File: src/rtl/vga_noise_pkg.sv
// Shared constants for the noise renderer: palette modes, default parameter
// values, VGA 640x480 timing and the bundled sync/blank record.
package vga_noise_pkg;

   localparam logic [1:0] MODE_GRAY   = 2'd0;
   localparam logic [1:0] MODE_RAW    = 2'd1;
   localparam logic [1:0] MODE_FIRE   = 2'd2;
   localparam logic [1:0] MODE_INVERT = 2'd3;

   localparam int DEF_COLOR_BITS  = 2;
   localparam int DEF_SCALE_SHIFT = 2;
   localparam int DEF_T_WIDTH     = 20;
   localparam int DEF_FRAME_DIV   = 1;
   localparam int DEF_NOISE_LAT   = 1;

   localparam int H_VISIBLE = 640;
   localparam int H_FRONT   = 16;
   localparam int H_SYNC    = 96;
   localparam int H_BACK    = 48;
   localparam int V_VISIBLE = 480;
   localparam int V_FRONT   = 10;
   localparam int V_SYNC    = 2;
   localparam int V_BACK    = 33;

   typedef struct packed {
      logic hs;
      logic vs;
      logic av;
   } sync_t;

   localparam sync_t SYNC_RESET = '{hs: 1'b1, vs: 1'b1, av: 1'b0};

endpackage

File: src/rtl/noise_palette.sv
// Combinational noise-to-colour mapping; the parent registers the result.
module noise_palette
   import vga_noise_pkg::*;
#(
   parameter int COLOR_BITS = DEF_COLOR_BITS
) (
   input  logic [7:0]              noise,
   input  logic [1:0]              mode,
   output logic [3*COLOR_BITS-1:0] rgb
);

   function automatic logic [7:0] sat_double(input logic [7:0] v);
      return v[7] ? 8'hFF : {v[6:0], 1'b0};
   endfunction

   function automatic logic [COLOR_BITS-1:0] ch(input logic [7:0] v);
      return v[7 -: COLOR_BITS];
   endfunction

   logic [COLOR_BITS-1:0] r, g, b;

   always_comb begin
      r   = '0;
      g   = '0;
      b   = '0;
      rgb = '0;
      case (mode)
         MODE_GRAY: begin
            r   = ch(noise);
            rgb = {r, r, r};
         end
         MODE_RAW: rgb = noise[7 -: 3*COLOR_BITS];
         MODE_FIRE: begin
            // Upper half of the noise range spills into green once red saturates.
            r   = ch(sat_double(noise));
            g   = noise[7] ? ch({noise[6:0], 1'b0}) : '0;
            rgb = {r, g, b};
         end
         MODE_INVERT: begin
            r   = ch(~noise);
            rgb = {r, r, r};
         end
      endcase
   end

endmodule

File: src/rtl/perlin_noise_generator.sv
// Lattice hash noise: 8-bit value from (x, y, t), delivered LATENCY clocks
// after the inputs through a reset-to-zero delay line.
module perlin_noise_generator #(
   parameter int T_WIDTH = 20,
   parameter int LATENCY = 1
) (
   input  logic               clk,
   input  logic               rst_n,
   input  logic [9:0]         x,
   input  logic [9:0]         y,
   input  logic [T_WIDTH-1:0] t,
   output logic [7:0]         noise
);

   logic [15:0] mix;
   logic [7:0]  hash;

   assign mix  = {6'd0, x} ^ {5'd0, y, 1'b0};
   assign hash = 8'(mix * 16'd29) + 8'(32'(t) * 32'd7);

   generate
      if (LATENCY == 0) begin : g_comb
         assign noise = hash;
      end else begin : g_pipe
         logic [7:0] pipe_q [LATENCY];
         logic [7:0] pipe_d [LATENCY];

         always_comb begin
            pipe_d[0] = hash;
            for (int i = 1; i < LATENCY; i++) pipe_d[i] = pipe_q[i-1];
         end

         always_ff @(posedge clk or negedge rst_n) begin
            if (!rst_n) begin
               for (int i = 0; i < LATENCY; i++) pipe_q[i] <= '0;
            end else begin
               pipe_q <= pipe_d;
            end
         end

         assign noise = pipe_q[LATENCY-1];
      end
   endgenerate

endmodule

File: src/rtl/vga_sync_gen.sv
// VGA raster counter: pixel coordinates plus active-low syncs and the
// active-video flag, all decoded from the current counter values.
module VgaSyncGen
   import vga_noise_pkg::*;
#(
   parameter int H_VIS = H_VISIBLE,
   parameter int H_FP  = H_FRONT,
   parameter int H_SW  = H_SYNC,
   parameter int H_BP  = H_BACK,
   parameter int V_VIS = V_VISIBLE,
   parameter int V_FP  = V_FRONT,
   parameter int V_SW  = V_SYNC,
   parameter int V_BP  = V_BACK
) (
   input  logic       clk,
   input  logic       reset,
   output logic [9:0] x_px,
   output logic [9:0] y_px,
   output logic       hsync,
   output logic       vsync,
   output logic       activevideo
);

   localparam int H_TOTAL = H_VIS + H_FP + H_SW + H_BP;
   localparam int V_TOTAL = V_VIS + V_FP + V_SW + V_BP;

   logic [9:0] h_q, h_d;
   logic [9:0] v_q, v_d;

   always_comb begin
      h_d = h_q + 10'd1;
      v_d = v_q;
      if (h_q == 10'(H_TOTAL - 1)) begin
         h_d = '0;
         v_d = (v_q == 10'(V_TOTAL - 1)) ? '0 : v_q + 10'd1;
      end
   end

   always_ff @(posedge clk or posedge reset) begin
      if (reset) begin
         h_q <= '0;
         v_q <= '0;
      end else begin
         h_q <= h_d;
         v_q <= v_d;
      end
   end

   assign x_px        = h_q;
   assign y_px        = v_q;
   assign hsync       = !((h_q >= 10'(H_VIS + H_FP)) && (h_q < 10'(H_VIS + H_FP + H_SW)));
   assign vsync       = !((v_q >= 10'(V_VIS + V_FP)) && (v_q < 10'(V_VIS + V_FP + V_SW)));
   assign activevideo = (h_q < 10'(H_VIS)) && (v_q < 10'(V_VIS));

endmodule

File: src/rtl/vga_noise_renderer.sv
// Animated noise renderer: frame-ticked time counter with prescaler, speed,
// pause and single-step, palette mapping and latency-matched sync outputs.
module vga_noise_renderer
   import vga_noise_pkg::*;
#(
   parameter int COLOR_BITS  = DEF_COLOR_BITS,
   parameter int SCALE_SHIFT = DEF_SCALE_SHIFT,
   parameter int T_WIDTH     = DEF_T_WIDTH,
   parameter int FRAME_DIV   = DEF_FRAME_DIV,
   parameter int NOISE_LAT   = DEF_NOISE_LAT,
   parameter int H_VIS       = H_VISIBLE,
   parameter int H_FP        = H_FRONT,
   parameter int H_SW        = H_SYNC,
   parameter int H_BP        = H_BACK,
   parameter int V_VIS       = V_VISIBLE,
   parameter int V_FP        = V_FRONT,
   parameter int V_SW        = V_SYNC,
   parameter int V_BP        = V_BACK
) (
   input  logic                    clk,
   input  logic                    rst_n,
   input  logic                    pause,
   input  logic                    step,
   input  logic [3:0]              speed,
   input  logic [1:0]              mode,
   output logic                    hsync,
   output logic                    vsync,
   output logic [3*COLOR_BITS-1:0] out_rgb,
   output logic [T_WIDTH-1:0]      frame_t
);

   generate
      if (COLOR_BITS < 1 || COLOR_BITS > 2) begin : g_bad_color_bits
         $error("vga_noise_renderer: COLOR_BITS must be 1..2");
      end
      if (SCALE_SHIFT < 0 || SCALE_SHIFT > 4) begin : g_bad_scale_shift
         $error("vga_noise_renderer: SCALE_SHIFT must be 0..4");
      end
      if (FRAME_DIV < 1 || FRAME_DIV > 255) begin : g_bad_frame_div
         $error("vga_noise_renderer: FRAME_DIV must be 1..255");
      end
   endgenerate

   localparam logic [9:0] CELL_MASK = ~10'((1 << SCALE_SHIFT) - 1);
   localparam logic [7:0] PRESC_MAX = 8'(FRAME_DIV - 1);

   logic [9:0] x_px, y_px;
   logic       raw_hs, raw_vs, raw_av;
   logic [7:0] noise;
   logic [3*COLOR_BITS-1:0] pal_rgb;

   VgaSyncGen #(
      .H_VIS(H_VIS), .H_FP(H_FP), .H_SW(H_SW), .H_BP(H_BP),
      .V_VIS(V_VIS), .V_FP(V_FP), .V_SW(V_SW), .V_BP(V_BP)
   ) u_sync (
      .clk        (clk),
      .reset      (~rst_n),
      .x_px       (x_px),
      .y_px       (y_px),
      .hsync      (raw_hs),
      .vsync      (raw_vs),
      .activevideo(raw_av)
   );

   logic [T_WIDTH-1:0] frame_t_q, frame_t_d;

   perlin_noise_generator #(
      .T_WIDTH(T_WIDTH),
      .LATENCY(NOISE_LAT)
   ) u_noise (
      .clk  (clk),
      .rst_n(rst_n),
      .x    (x_px & CELL_MASK),
      .y    (y_px & CELL_MASK),
      .t    (frame_t_q),
      .noise(noise)
   );

   logic [9:0] prev_y_q, prev_y_d;
   logic [7:0] presc_q, presc_d;
   logic       step_pending_q, step_pending_d;
   logic [1:0] mode_sh_q, mode_sh_d;
   logic [3:0] speed_sh_q, speed_sh_d;
   logic       frame_tick, anim_tick, step_eff;

   always_comb begin
      prev_y_d       = y_px;
      frame_tick     = (y_px != prev_y_q) && (y_px == 10'd0);
      anim_tick      = frame_tick && (presc_q == PRESC_MAX);
      step_eff       = step_pending_q | (step & pause);
      step_pending_d = pause & step_eff;
      presc_d        = presc_q;
      mode_sh_d      = mode_sh_q;
      speed_sh_d     = speed_sh_q;
      frame_t_d      = frame_t_q;
      // Shadows follow every frame tick so palette/speed never change mid-frame.
      if (frame_tick) begin
         presc_d    = anim_tick ? 8'd0 : presc_q + 8'd1;
         mode_sh_d  = mode;
         speed_sh_d = speed;
      end
      if (anim_tick) begin
         step_pending_d = 1'b0;
         if (!pause)        frame_t_d = frame_t_q + T_WIDTH'(speed_sh_q);
         else if (step_eff) frame_t_d = frame_t_q + T_WIDTH'(1);
      end
   end

   always_ff @(posedge clk or negedge rst_n) begin
      if (!rst_n) begin
         prev_y_q       <= '0;
         presc_q        <= '0;
         step_pending_q <= 1'b0;
         mode_sh_q      <= MODE_GRAY;
         speed_sh_q     <= 4'd1;
         frame_t_q      <= '0;
      end else begin
         prev_y_q       <= prev_y_d;
         presc_q        <= presc_d;
         step_pending_q <= step_pending_d;
         mode_sh_q      <= mode_sh_d;
         speed_sh_q     <= speed_sh_d;
         frame_t_q      <= frame_t_d;
      end
   end

   noise_palette #(.COLOR_BITS(COLOR_BITS)) u_palette (
      .noise(noise),
      .mode (mode_sh_q),
      .rgb  (pal_rgb)
   );

   // Sync delay line: entry k carries the raster state k+1 clocks old.
   sync_t sync_q [NOISE_LAT+1];
   sync_t sync_d [NOISE_LAT+1];
   logic  av_lat;
   logic [3*COLOR_BITS-1:0] rgb_q, rgb_d;

   generate
      if (NOISE_LAT == 0) begin : g_av_raw
         assign av_lat = raw_av;
      end else begin : g_av_pipe
         assign av_lat = sync_q[NOISE_LAT-1].av;
      end
   endgenerate

   always_comb begin
      sync_d[0] = '{hs: raw_hs, vs: raw_vs, av: raw_av};
      for (int i = 1; i <= NOISE_LAT; i++) sync_d[i] = sync_q[i-1];
      rgb_d = av_lat ? pal_rgb : '0;
   end

   always_ff @(posedge clk or negedge rst_n) begin
      if (!rst_n) begin
         for (int i = 0; i <= NOISE_LAT; i++) sync_q[i] <= SYNC_RESET;
         rgb_q <= '0;
      end else begin
         sync_q <= sync_d;
         rgb_q  <= rgb_d;
      end
   end

   assign hsync   = sync_q[NOISE_LAT].hs;
   assign vsync   = sync_q[NOISE_LAT].vs;
   assign out_rgb = rgb_q;
   assign frame_t = frame_t_q;

endmodule
File: config.mk
export PLATFORM = sky130hd
export DESIGN_NAME = vga_noise_renderer
export DESIGN_NICKNAME = d
export VERILOG_FILES = /design/src/rtl/vga_noise_pkg.sv /design/src/rtl/noise_palette.sv /design/src/rtl/perlin_noise_generator.sv /design/src/rtl/vga_sync_gen.sv /design/src/rtl/vga_noise_renderer.sv
export SDC_FILE = /design/constraint.sdc
export NUM_CORES = 1
export LEC_CHECK = 0
export BUFFER_PORTS_ARGS = -buffer_cell sky130_fd_sc_hd__buf_2
export CORE_MARGIN = 1
export CORE_UTILIZATION = 40
export CTS_CLUSTER_SIZE = 10
export DETAILED_ROUTE_END_ITERATION = 12
export PLACE_DENSITY = 0.67
export SLEW_MARGIN = 20
export SYNTH_ARGS = -nofsm -noshare
export SYNTH_HDL_FRONTEND = slang
export SYNTH_SLANG_ARGS = --single-unit
File: constraint.sdc
create_clock -name clk -period 9.95 [get_ports clk]
set_input_delay 1.99 -clock clk [delete_from_list [all_inputs] [get_ports clk]]
set_output_delay 1.99 -clock clk [all_outputs]
set_load 0.1 [all_outputs]
==> flow_metrics.env, run 1 <==
export IMPL_hold_buffers=0
export IMPL_cts_tree="built"
export IMPL_n_antenna_cell=0
export IMPL_hpwl_um=5826
export IMPL_slew_headroom_pct=50.45
export IMPL_path_class="reg -> reg"
export IMPL_syn_inst=426
export IMPL_slew_viol_final=0
export IMPL_hp_class="reg -> reg"
export IMPL_rows=38
export IMPL_ys_warn_count=0
export IMPL_max_freq_ghz=0.2655
export IMPL_fin_nets=504
export IMPL_cp_max_fo=11
export IMPL_synth_edf_count=0
export IMPL_drtAntennaViolNets=0
export IMPL_finalSetupTns_ps=0
export IMPL_num_vias=3081
export IMPL_drv_cap=0
export IMPL_globalplace_congestion=0.8054
export IMPL_p_leak_nw=2.502
export IMPL_dp_cells=583
export IMPL_hold_ws_ps=350.5
export IMPL_clk_pin_slew_ps=70
export IMPL_r2r_end="u_noise.noise[7]"
export IMPL_hold_path_depth=0
export IMPL_synth_top_area_cell="dfrtp_1"
export IMPL_synth_most_common_cell="dfrtp_1"
export IMPL_min_from="sync_d[1]"
export IMPL_antenna_found_initial=0
export IMPL_layout_cells_non_filler=599
export IMPL_grt_pass1_vias=3136
export IMPL_tightest_slew_ps=743.2
export IMPL_status="finished, final reports clean"
export IMPL_start_kind="flip-flop"
export IMPL_n_fill_cell=994
export IMPL_die_area_um2=11890
export IMPL_rsz0062_at_grt="no"
export IMPL_hold_path_end="vsync"
export IMPL_finalCritPeriodShare_pct=37.85
export IMPL_p_per_area_nw_per_um2=143.8
export IMPL_initial_utilization_pct=41.74
export IMPL_synthDistinctLibCells=49
export IMPL_postRouteWirelength_um=8388
export IMPL_critPathRequiredTime_ps=10210
export IMPL_numCtsBuffers=9
export IMPL_cts_max_path_buffers=2
export IMPL_top_usage_layer="met2"
export IMPL_synth_nets=476
export IMPL_ff2ff_path_depth=12
export IMPL_cts_root_buf="clkbuf_16"
export IMPL_setup_violations_final=0
export IMPL_postCtsSetupRepairBufs=0
export IMPL_grt_max_degree=83
export IMPL_grt_pass1_wl_um=14760
export IMPL_insertion_delay_ps=340
export IMPL_ir_drop_mv=0.09067
export IMPL_ys_seq_area_share_pct=44.90
export IMPL_first_pass_iters=4
export IMPL_grt_overflow=0
export IMPL_grt_util_met2_pct=25.56
export IMPL_synth_top_area_share_pct=42.03
export IMPL_drc=0
export IMPL_syn_avg_cell_area_um2=10.76
export IMPL_port_buffers=37
export IMPL_async_flop_share_pct=100.0
export IMPL_skew_ps=12.78
export IMPL_core_area_um2=10980
export IMPL_period_minus_slack_ps=3766
export IMPL_clkSinkCount=82
export IMPL_synth_top_flop_cell="dfrtp_1"
export IMPL_synth_common_cells="dfrtp_1 (77), xnor2_1 (49), inv_1 (42)"
export IMPL_cts_resized=0
export IMPL_r2r_slack_ps=6180
export IMPL_drt_wirelength_per_cell_um=14.00
export IMPL_use_met3_pct=3.766
export IMPL_htree_levels=3
export IMPL_hold_violations=0
export IMPL_vias_per_cell=5.144
export IMPL_endpoint_kind="flip-flop"
export IMPL_grt_usage_pct=16.10
export IMPL_layout_drive_gt1_share_pct=16.78
export IMPL_arrival_ps=4030
export IMPL_yosys_register_bits=82
export IMPL_area_growth_pct=13.67
export IMPL_synth_area_top_cells="dfrtp_1 (42%), xnor2_1 (9.4%), ha_1 (6.8%)"
export IMPL_reg2reg_from="u_sync.y_px[2]"
export IMPL_io_pins=38
export IMPL_met1_usage_pct=20.83
export IMPL_die_h_um=109.1
export IMPL_drtIter0Drc=166
export IMPL_syn_area_um2=4584
export IMPL_fp_dieW_um=109.1
[cell type report]
| type | instances | area (um^2) | area share [%] |
|---|---|---|---|
| multi-input combinational | 282 | 2262 | 43.41 |
| clock buffer | 9 | 225.2 | 4.322 |
| clock inverter | 7 | 141.4 | 2.713 |
| timing repair buffer | 37 | 191.4 | 3.673 |
| sequential | 82 | 2058 | 39.50 |
| tap | 140 | 175.2 | 3.361 |
| inverter | 42 | 157.7 | 3.025 |
[state kept, by name (all words and copies together) (netlist names), 2 cells and up]
register / count
frame_t: 20
mode_sh_q: 2
out_rgb: 6
presc_q: 8
prev_y_q: 10
speed_sh_q: 4
sync_d: 2
u_noise.noise: 6
u_sync.x_px: 10
u_sync.y_px: 10
[stage by stage]
step                      setup WS (ps)  util (%)  cell area, um^2  power [W]
after global routing               5935     47.45             5211  0.0007754
after CTS                          6177     47.41             5207  0.0007601
after floorplan                    5863         -             4584  0.0003413
after global placement             6122     44.08             4841  0.0003499
after detailed placement           6068     44.08             4841  0.0003502
final                              6184     47.45             5211  0.0007496
[where the power goes]
group          switching (W)    total, W  leakage, nW  internal [W]
clock               0.000136    0.000406        0.176      0.000270
combinational     0.00000760  0.00000976         1.26    0.00000216
sequential       0.000000115    0.000334         1.06      0.000334
[cell families (layout without fill, tap and decap cells)]
group	count (synthesis)	in the layout	share of synthesized area, %
AND/OR/NAND/NOR	123	123	15.37
flip-flops	82	82	44.90
buffers and inverters	62	95	5.759
XOR/XNOR	60	60	11.46
AO/OA/AOI/OAI	48	48	6.523
adder cells (fa/ha/maj)	40	40	13.37
multiplexers	11	11	2.620
[per-layer routing]
layer	vias up	share of wire [%]
met2	41	49
met5	-	0
met3	9	3.5
met4	0	1.9
met1	1536	46
li1	1495	-
[cell usage in the layout, fill, tap and decap left out, types with 3 or more instances in the layout]
cell type	synthesis	final
dfrtp_1	77	77
xnor2_1	49	49
inv_1	42	42
buf_2	1	36
ha_1	25	25
nand2_1	19	19
nand3_1	18	18
nand4_1	18	18
o21ai_0	17	17
fa_1	15	15
nor2_1	14	14
a21oi_1	12	12
xor2_1	11	11
and3_1	10	10
clkbuf_16	0	9
mux2_2	8	8
nor3_1	7	7
nor2b_1	7	7
dfstp_2	5	5
and4_1	4	4
nand2b_1	4	4
and2_1	4	4
bufinv_16	0	4
o221ai_1	3	3
mux2i_1	3	3
[worst max path at each step]
stage,from,endpoint,slack [ps]
floorplan,frame_t[4],u_noise.noise[7],5860
global placement,pause,frame_t[14],6120
detailed placement,pause,frame_t[12],6070
CTS,u_sync.y_px[2],u_noise.noise[7],6180
global route,u_sync.y_px[2],u_noise.noise[7],5930
finish,u_sync.y_px[2],u_noise.noise[7],6180
[critical path, cell delays in order (launching register included)]
cell and delay [ps]:
dfrtp_1 490, xnor2_1 420, inv_1 140, fa_1 470, fa_1 490, inv_1 50, fa_1 520, inv_1 40
ha_1 280, ha_1 320, a21oi_1 160, xnor2_1 150, xnor2_1 130
No activity file was read; power rests on OpenSTA's default activity.
==> run 2: changes to the inputs <==
--- a/config.mk
+++ b/config.mk
@@ -10,7 +10,7 @@
 export CORE_UTILIZATION = 40
 export CTS_CLUSTER_SIZE = 10
 export DETAILED_ROUTE_END_ITERATION = 12
-export PLACE_DENSITY = 0.67
+export PLACE_DENSITY = 0.69
 export SLEW_MARGIN = 20
 export SYNTH_ARGS = -nofsm -noshare
 export SYNTH_HDL_FRONTEND = slang
==> constraint.sdc (replaced) <==
create_clock -name clk -period 3.39 [get_ports clk]
set_input_delay 0.678 -clock clk [delete_from_list [all_inputs] [get_ports clk]]
set_output_delay 0.678 -clock clk [all_outputs]
set_load 0.1 [all_outputs]
==> run 2 against run 1 <==
  * Global-route usage shrank 0.69 points
  * Largest power group is now registers
  * Cell area increased by 2.1%
  * Total power rose to 2.6 times the previous value
  * Die area stayed put
  * Sequential share of layout area shrank 0.39 points
  * Count of clock-buffer cells in the layout grew 2
  * Combinational power rose to 3.1 times the previous value
  * Non-clock buffer count up 12
  * Via count grew 0.78%
  * First-iteration DRC count increased by 44%
  * Register-to-register slack got worse by 6100 ps
==> flow_metrics.env, run 2 (synthesized netlist as in run 1, its figures left out) <==
export IMPL_drv_cap=0
export IMPL_grt_overflow=0
export IMPL_vias_per_cell=5.082
export IMPL_p_per_area_nw_per_um2=362.1
export IMPL_p_leak_nw=2.505
export IMPL_p_switching_w=0.0004210
export IMPL_grt_usage_pct=15.41
export IMPL_drc=0
export IMPL_status="finished, final reports clean"
export IMPL_pwr_share_clk_pct=47.6
export IMPL_antenna_found_initial=0
export IMPL_drtAntennaViolNets=0
export IMPL_drt_wirelength_per_cell_um=13.50
export IMPL_setup_violations_final=0
export IMPL_path_class="reg -> reg"
export IMPL_pwr_share_comb_pct=1.6
export IMPL_fp_dieW_um=109.1
export IMPL_slew_viol_final=0
export IMPL_mostFrequentLayoutCells="dfrtp_1 (71), xnor2_1 (47), inv_1 (38)"
export IMPL_htree_levels=3
export IMPL_grt_pass1_wl_um=14160
export IMPL_port_buffers=37
export IMPL_grt_max_degree=81
export IMPL_p_int_w=0.001506
export IMPL_cp_max_fo=6
export IMPL_period_minus_slack_ps=3280
export IMPL_final_common_cell="dfrtp_1"
export IMPL_met1_usage_pct=20.56
export IMPL_rows=38
export IMPL_finalSetupTns_ps=0
export IMPL_clk_pin_slew_ps=60
export IMPL_io_pins=38
export IMPL_area_growth_pct=16.08
export IMPL_largest_reg_flops=20
export IMPL_fin_nets=516
export IMPL_core_area_um2=10980
export IMPL_cts_root_buf="clkbuf_16"
export IMPL_endpoint_kind="flip-flop"
export IMPL_drtIter0Drc=239
export IMPL_skew_ps=9.038
export IMPL_globalplace_congestion=0.8106
export IMPL_start_kind="flip-flop"
export IMPL_tightest_slew_ps=736.5
export IMPL_hold_ws_ps=355.5
export IMPL_first_pass_iters=4
export IMPL_die_area_um2=11890
export IMPL_placed_area_um2=4987
export IMPL_slew_headroom_pct=50.90
export IMPL_pwr_share_seq_pct=50.9
export IMPL_stdcell_area_um2=5321
export IMPL_n_antenna_cell=0
export IMPL_max_freq_ghz=0.3049
export IMPL_cts_tree="built"
export IMPL_finalCritPeriodShare_pct=96.74
export IMPL_top_usage_layer="met2"
export IMPL_postRouteWirelength_um=8246
export IMPL_die_h_um=109.1
export IMPL_numCtsBuffers=9
export IMPL_clkSinkCount=82
export IMPL_rsz0062_at_grt="yes"
export IMPL_hold_violations=0
export IMPL_critPathRequiredTime_ps=3640
export IMPL_layout_drive_gt1_share_pct=22.72
export IMPL_setup_slack_ps=110.4
export IMPL_grt_pass1_vias=2991
export IMPL_hpwl_um=5798
export IMPL_insertion_delay_ps=340
export IMPL_hp_class="reg -> reg"
export IMPL_num_vias=3105
export IMPL_swShare_pct=21.85
export IMPL_ir_drop_mv=0.2009
export IMPL_arrival_ps=3530
export IMPL_place_ws_ps=8.265
export IMPL_use_met3_pct=3.885
export IMPL_grt_util_met2_pct=23.76
export IMPL_cts_max_path_buffers=2
export IMPL_initial_utilization_pct=41.74
## run 2: cell types whose count changed in the layout (fill, tap and decap cells not counted), sizes merged
cell      delta
clkbuf       +2
bufinv       -4
buf         +12
clkinvlp     +2
## run 2: final cells by class
class                   instances  area (um^2)
fillers                       988         5662
multi-input cells             282         2336
flip-flops and latches         82         2081
repair buffers                 49        281.5
clock buffers                  11        242.7
well taps                     140        175.2
inverters                      42        165.2
clock inverters                 5        40.04
## run 2: metrics by stage
| stage | total power (W) | utilization, % | instances |
|---|---|---|---|
| final | 0.001927 | 48.45 | 611 |
| after global routing | 0.001995 | 48.45 | 611 |
| after CTS | 0.001951 | 48.05 | 610 |
| after detailed placement | 0.001030 | 45.41 | 593 |
| after global placement | 0.001029 | 45.41 | 593 |
| after floorplan | 0.001002 | - | 426 |
## run 2: power groups by stage
stage / registers [W] / clock network (W) / logic [W]
after floorplan: 0.000998 / 0 / 0.00000368
after global placement: 0.000998 / 0 / 0.0000309
after detailed placement: 0.000998 / 0 / 0.0000316
after CTS: 0.000980 / 0.000939 / 0.0000316
after global routing: 0.000979 / 0.000980 / 0.0000365
final: 0.000980 / 0.000917 / 0.0000304
## run 2: per-layer routing
metal	routed length, um	vias to the layer above
li1	-	1514
met1	4024	1543
met2	3849	38
met3	247	10
met4	124	0
met5	0	-
## run 2: path summary, 6_finish.rpt
check                           start          endpoint  slack [ps]  depth (start not counted)
max in group asynchronous       rst_n             hsync        2380                          2
max reg2reg                frame_t[4]  u_noise.noise[7]         110                         13
min in group asynchronous       rst_n    u_sync.y_px[5]         370                          1
min reg2reg                 sync_d[2]             hsync         360                          0
min                         sync_d[2]             hsync         360                          0
max                        frame_t[4]  u_noise.noise[7]         110                         13
## run 2: worst max-delay path, cell delays in order, from the launching register on
cell	delay, ps
dfrtp_4	470
inv_4	60
fa_1	520
inv_1	50
fa_1	530
inv_1	50
fa_1	520
inv_1	60
ha_4	150
xnor2_1	160
xnor2_1	150
xnor2_1	160
xnor2_1	160
xnor2_1	140
## run 2: timing repair
| item | in CTS | in global routing |
|---|---|---|
| hold endpoints to repair | 0 | 0 |
| endpoints found under the setup margin | 1 | 1 |
| hold buffers | 0 | 0 |
| buffers inserted | 1 | 1 |
| resized for setup | 0 | 5 |
| pin swaps | 0 | 8 |
==> run 3: changes to the inputs <==
--- a/config.mk
+++ b/config.mk
@@ -7,10 +7,10 @@
 export LEC_CHECK = 0
 export BUFFER_PORTS_ARGS = -buffer_cell sky130_fd_sc_hd__buf_2
 export CORE_MARGIN = 1
-export CORE_UTILIZATION = 40
+export CORE_UTILIZATION = 54
 export CTS_CLUSTER_SIZE = 10
 export DETAILED_ROUTE_END_ITERATION = 12
-export PLACE_DENSITY = 0.69
+export PLACE_DENSITY = 0.86
 export SLEW_MARGIN = 20
 export SYNTH_ARGS = -nofsm -noshare
 export SYNTH_HDL_FRONTEND = slang
==> run 3 against run 2 <==
  * Sequential power about the same
  * Critical path depth is 2 lower
  * Combinational power is 6% lower
  * Via count grew 2.0%
  * Worst hold slack worse by 1.0 ps
  * Clock power down 32%
  * Global-route usage increased by 5.5 points
  * Cell count is 5.2% lower
  * Cell area fell by 3.0%
  * Register-to-register slack lost 60 ps
  * Maximum frequency down 1.8%
  * Die area is 25% lower
  * Critical path type unchanged
  * Largest cell class unchanged
  * Largest power group unchanged
  * Highest routed layer unchanged
==> flow_metrics.env, run 3 (synthesized netlist as in run 1, its figures left out) <==
export IMPL_status="finished, final reports clean"
export IMPL_power_w=0.001628
export IMPL_tightest_slew_ps=721.8
export IMPL_cts_max_path_buffers=2
export IMPL_fp_dieW_um=94.14
export IMPL_hold_violations=0
export IMPL_n_antenna_cell=0
export IMPL_pwr_share_comb_pct=1.8
export IMPL_die_area_um2=8862
export IMPL_grt_overflow=0
export IMPL_finalCritPeriodShare_pct=98.51
export IMPL_p_int_w=0.001269
export IMPL_path_class="reg -> reg"
export IMPL_vias_per_cell=5.472
export IMPL_hold_buffers=0
export IMPL_drc=0
export IMPL_layout_drive_gt1_share_pct=23.00
export IMPL_start_kind="flip-flop"
export IMPL_stdcell_area_um2=5164
export IMPL_setup_slack_ps=50.65
export IMPL_ir_drop_mv=0.2531
export IMPL_max_freq_ghz=0.2995
export IMPL_globalplace_congestion=0.8506
export IMPL_core_area_um2=8217
export IMPL_n_fill_cell=646
export IMPL_cts_tree="built"
export IMPL_slew_viol_final=0
export IMPL_area_growth_pct=12.64
export IMPL_rows=33
export IMPL_drt_wirelength_per_cell_um=14.79
export IMPL_post_route_util_pct=62.84
export IMPL_pwr_share_clk_pct=38.1
export IMPL_cp_max_fo=4
export IMPL_pwr_share_seq_pct=60.1
export IMPL_rsz0062_at_grt="yes"
export IMPL_p_leak_nw=2.477
export IMPL_hpwl_um=6050
export IMPL_insertion_delay_ps=360
export IMPL_finalSetupTns_ps=0
export IMPL_grt_pass1_wl_um=14300
export IMPL_num_vias=3168
export IMPL_arrival_ps=3620
export IMPL_cts_root_buf="clkbuf_8"
export IMPL_place_ws_ps=10.57
export IMPL_clk_pin_slew_ps=80
export IMPL_grt_pass1_vias=3103
export IMPL_p_per_area_nw_per_um2=315.4
export IMPL_io_pins=38
export IMPL_initial_utilization_pct=55.79
export IMPL_endpoint_kind="flip-flop"
export IMPL_setup_violations_final=0
export IMPL_critPathRequiredTime_ps=3670
export IMPL_hp_class="in -> async"
export IMPL_fin_nets=519
export IMPL_clkSinkCount=82
export IMPL_drtAntennaViolNets=0
export IMPL_swShare_pct=22.05
export IMPL_postRouteWirelength_um=8564
export IMPL_placed_area_um2=4928
export IMPL_htree_levels=3
export IMPL_drtIter0Drc=138
export IMPL_port_buffers=37
export IMPL_skew_ps=13.58
export IMPL_numCtsBuffers=9
export IMPL_p_switching_w=0.0003590
export IMPL_slew_headroom_pct=51.88
export IMPL_first_pass_iters=4
export IMPL_die_h_um=94.14
export IMPL_grt_max_degree=83
export IMPL_period_minus_slack_ps=3339
export IMPL_final_common_cell="dfrtp_1"
export IMPL_largest_reg_flops=20
export IMPL_antenna_found_initial=0
export IMPL_grt_usage_pct=20.95
export IMPL_drv_cap=0
export IMPL_mostFrequentLayoutCells="dfrtp_1 (71), xnor2_1 (46), buf_2 (36)"
-- run 3: cell count changes in the layout (fill, tap and decap cells not counted), sizes merged --
cell	delta
clkbuf	+2
clkinvlp	-2
buf	+3
-- run 3: layout make-up --
type / instances / area (um^2) / share of cell area, %
Multi-Input combinational cell: 282 / 2316 / 44.85
Sequential cell: 82 / 2081 / 40.30
Timing Repair Buffer: 52 / 304.0 / 5.888
Inverter: 42 / 165.2 / 3.198
Clock buffer: 13 / 148.9 / 2.883
Tap cell: 105 / 131.4 / 2.544
Clock inverter: 3 / 17.52 / 0.3392
-- run 3: worst paths after layout --
path / start / to / slack (ps) / cells after the start
worst max-delay path: frame_t[5] / u_noise.noise[7] / 50 / 11
worst min-delay path: rst_n / presc_q[2] / 350 / 1
worst max register to register: frame_t[5] / u_noise.noise[7] / 50 / 11
worst min register to register: sync_d[2] / hsync / 360 / 0
max in group asynchronous: rst_n / frame_t[5] / 2490 / 1
min in group clk: sync_d[2] / hsync / 360 / 0
-- run 3: power by group through the flow --
stage	Sequential (W)	Clock (W)	Combinational, W
6_report	0.000979	0.000621	0.0000287
3_5_place_dp	0.000998	0	0.0000300
4_1_cts	0.000979	0.000640	0.0000299
5_1_grt	0.000979	0.000682	0.0000341
2_1_floorplan	0.000998	0	0.00000368
3_3_place_gp	0.000998	0	0.0000285
-- run 3: through the flow --
stage               hold WS, ps  std cells
global route              361.9        579
finish                    354.5        579
floorplan                 345.2        426
global placement          345.9        556
detailed placement        348.1        556
CTS                       359.0        573
-- run 3: layer usage --
layer | up-vias | wire [um] | global-route usage, %
met2 | 52 | 4375 | 34.24
met4 | 0 | 148 | 7.821
li1 | 1514 | - | -
met3 | 16 | 261 | 5.663
met5 | - | 0 | 0
met1 | 1586 | 3779 | 26.42
-- run 3: repair_timing --
action | in CTS | in global routing
resized for setup | 0 | 6
endpoints found under the setup margin | 1 | 3
pin swaps | 0 | 10
buffers inserted | 1 | 6
gates cloned | 0 | 0
-- run 3: worst max-delay path, stage by stage, from the launching register on --
cell     delay [ps]
dfrtp_4         510
fa_1            540
inv_1            50
fa_1            470
inv_1            50
fa_1            470
ha_1            300
ha_1            270
a21o_1          160
a21oi_2         120
xnor2_1         160
xnor2_1         150
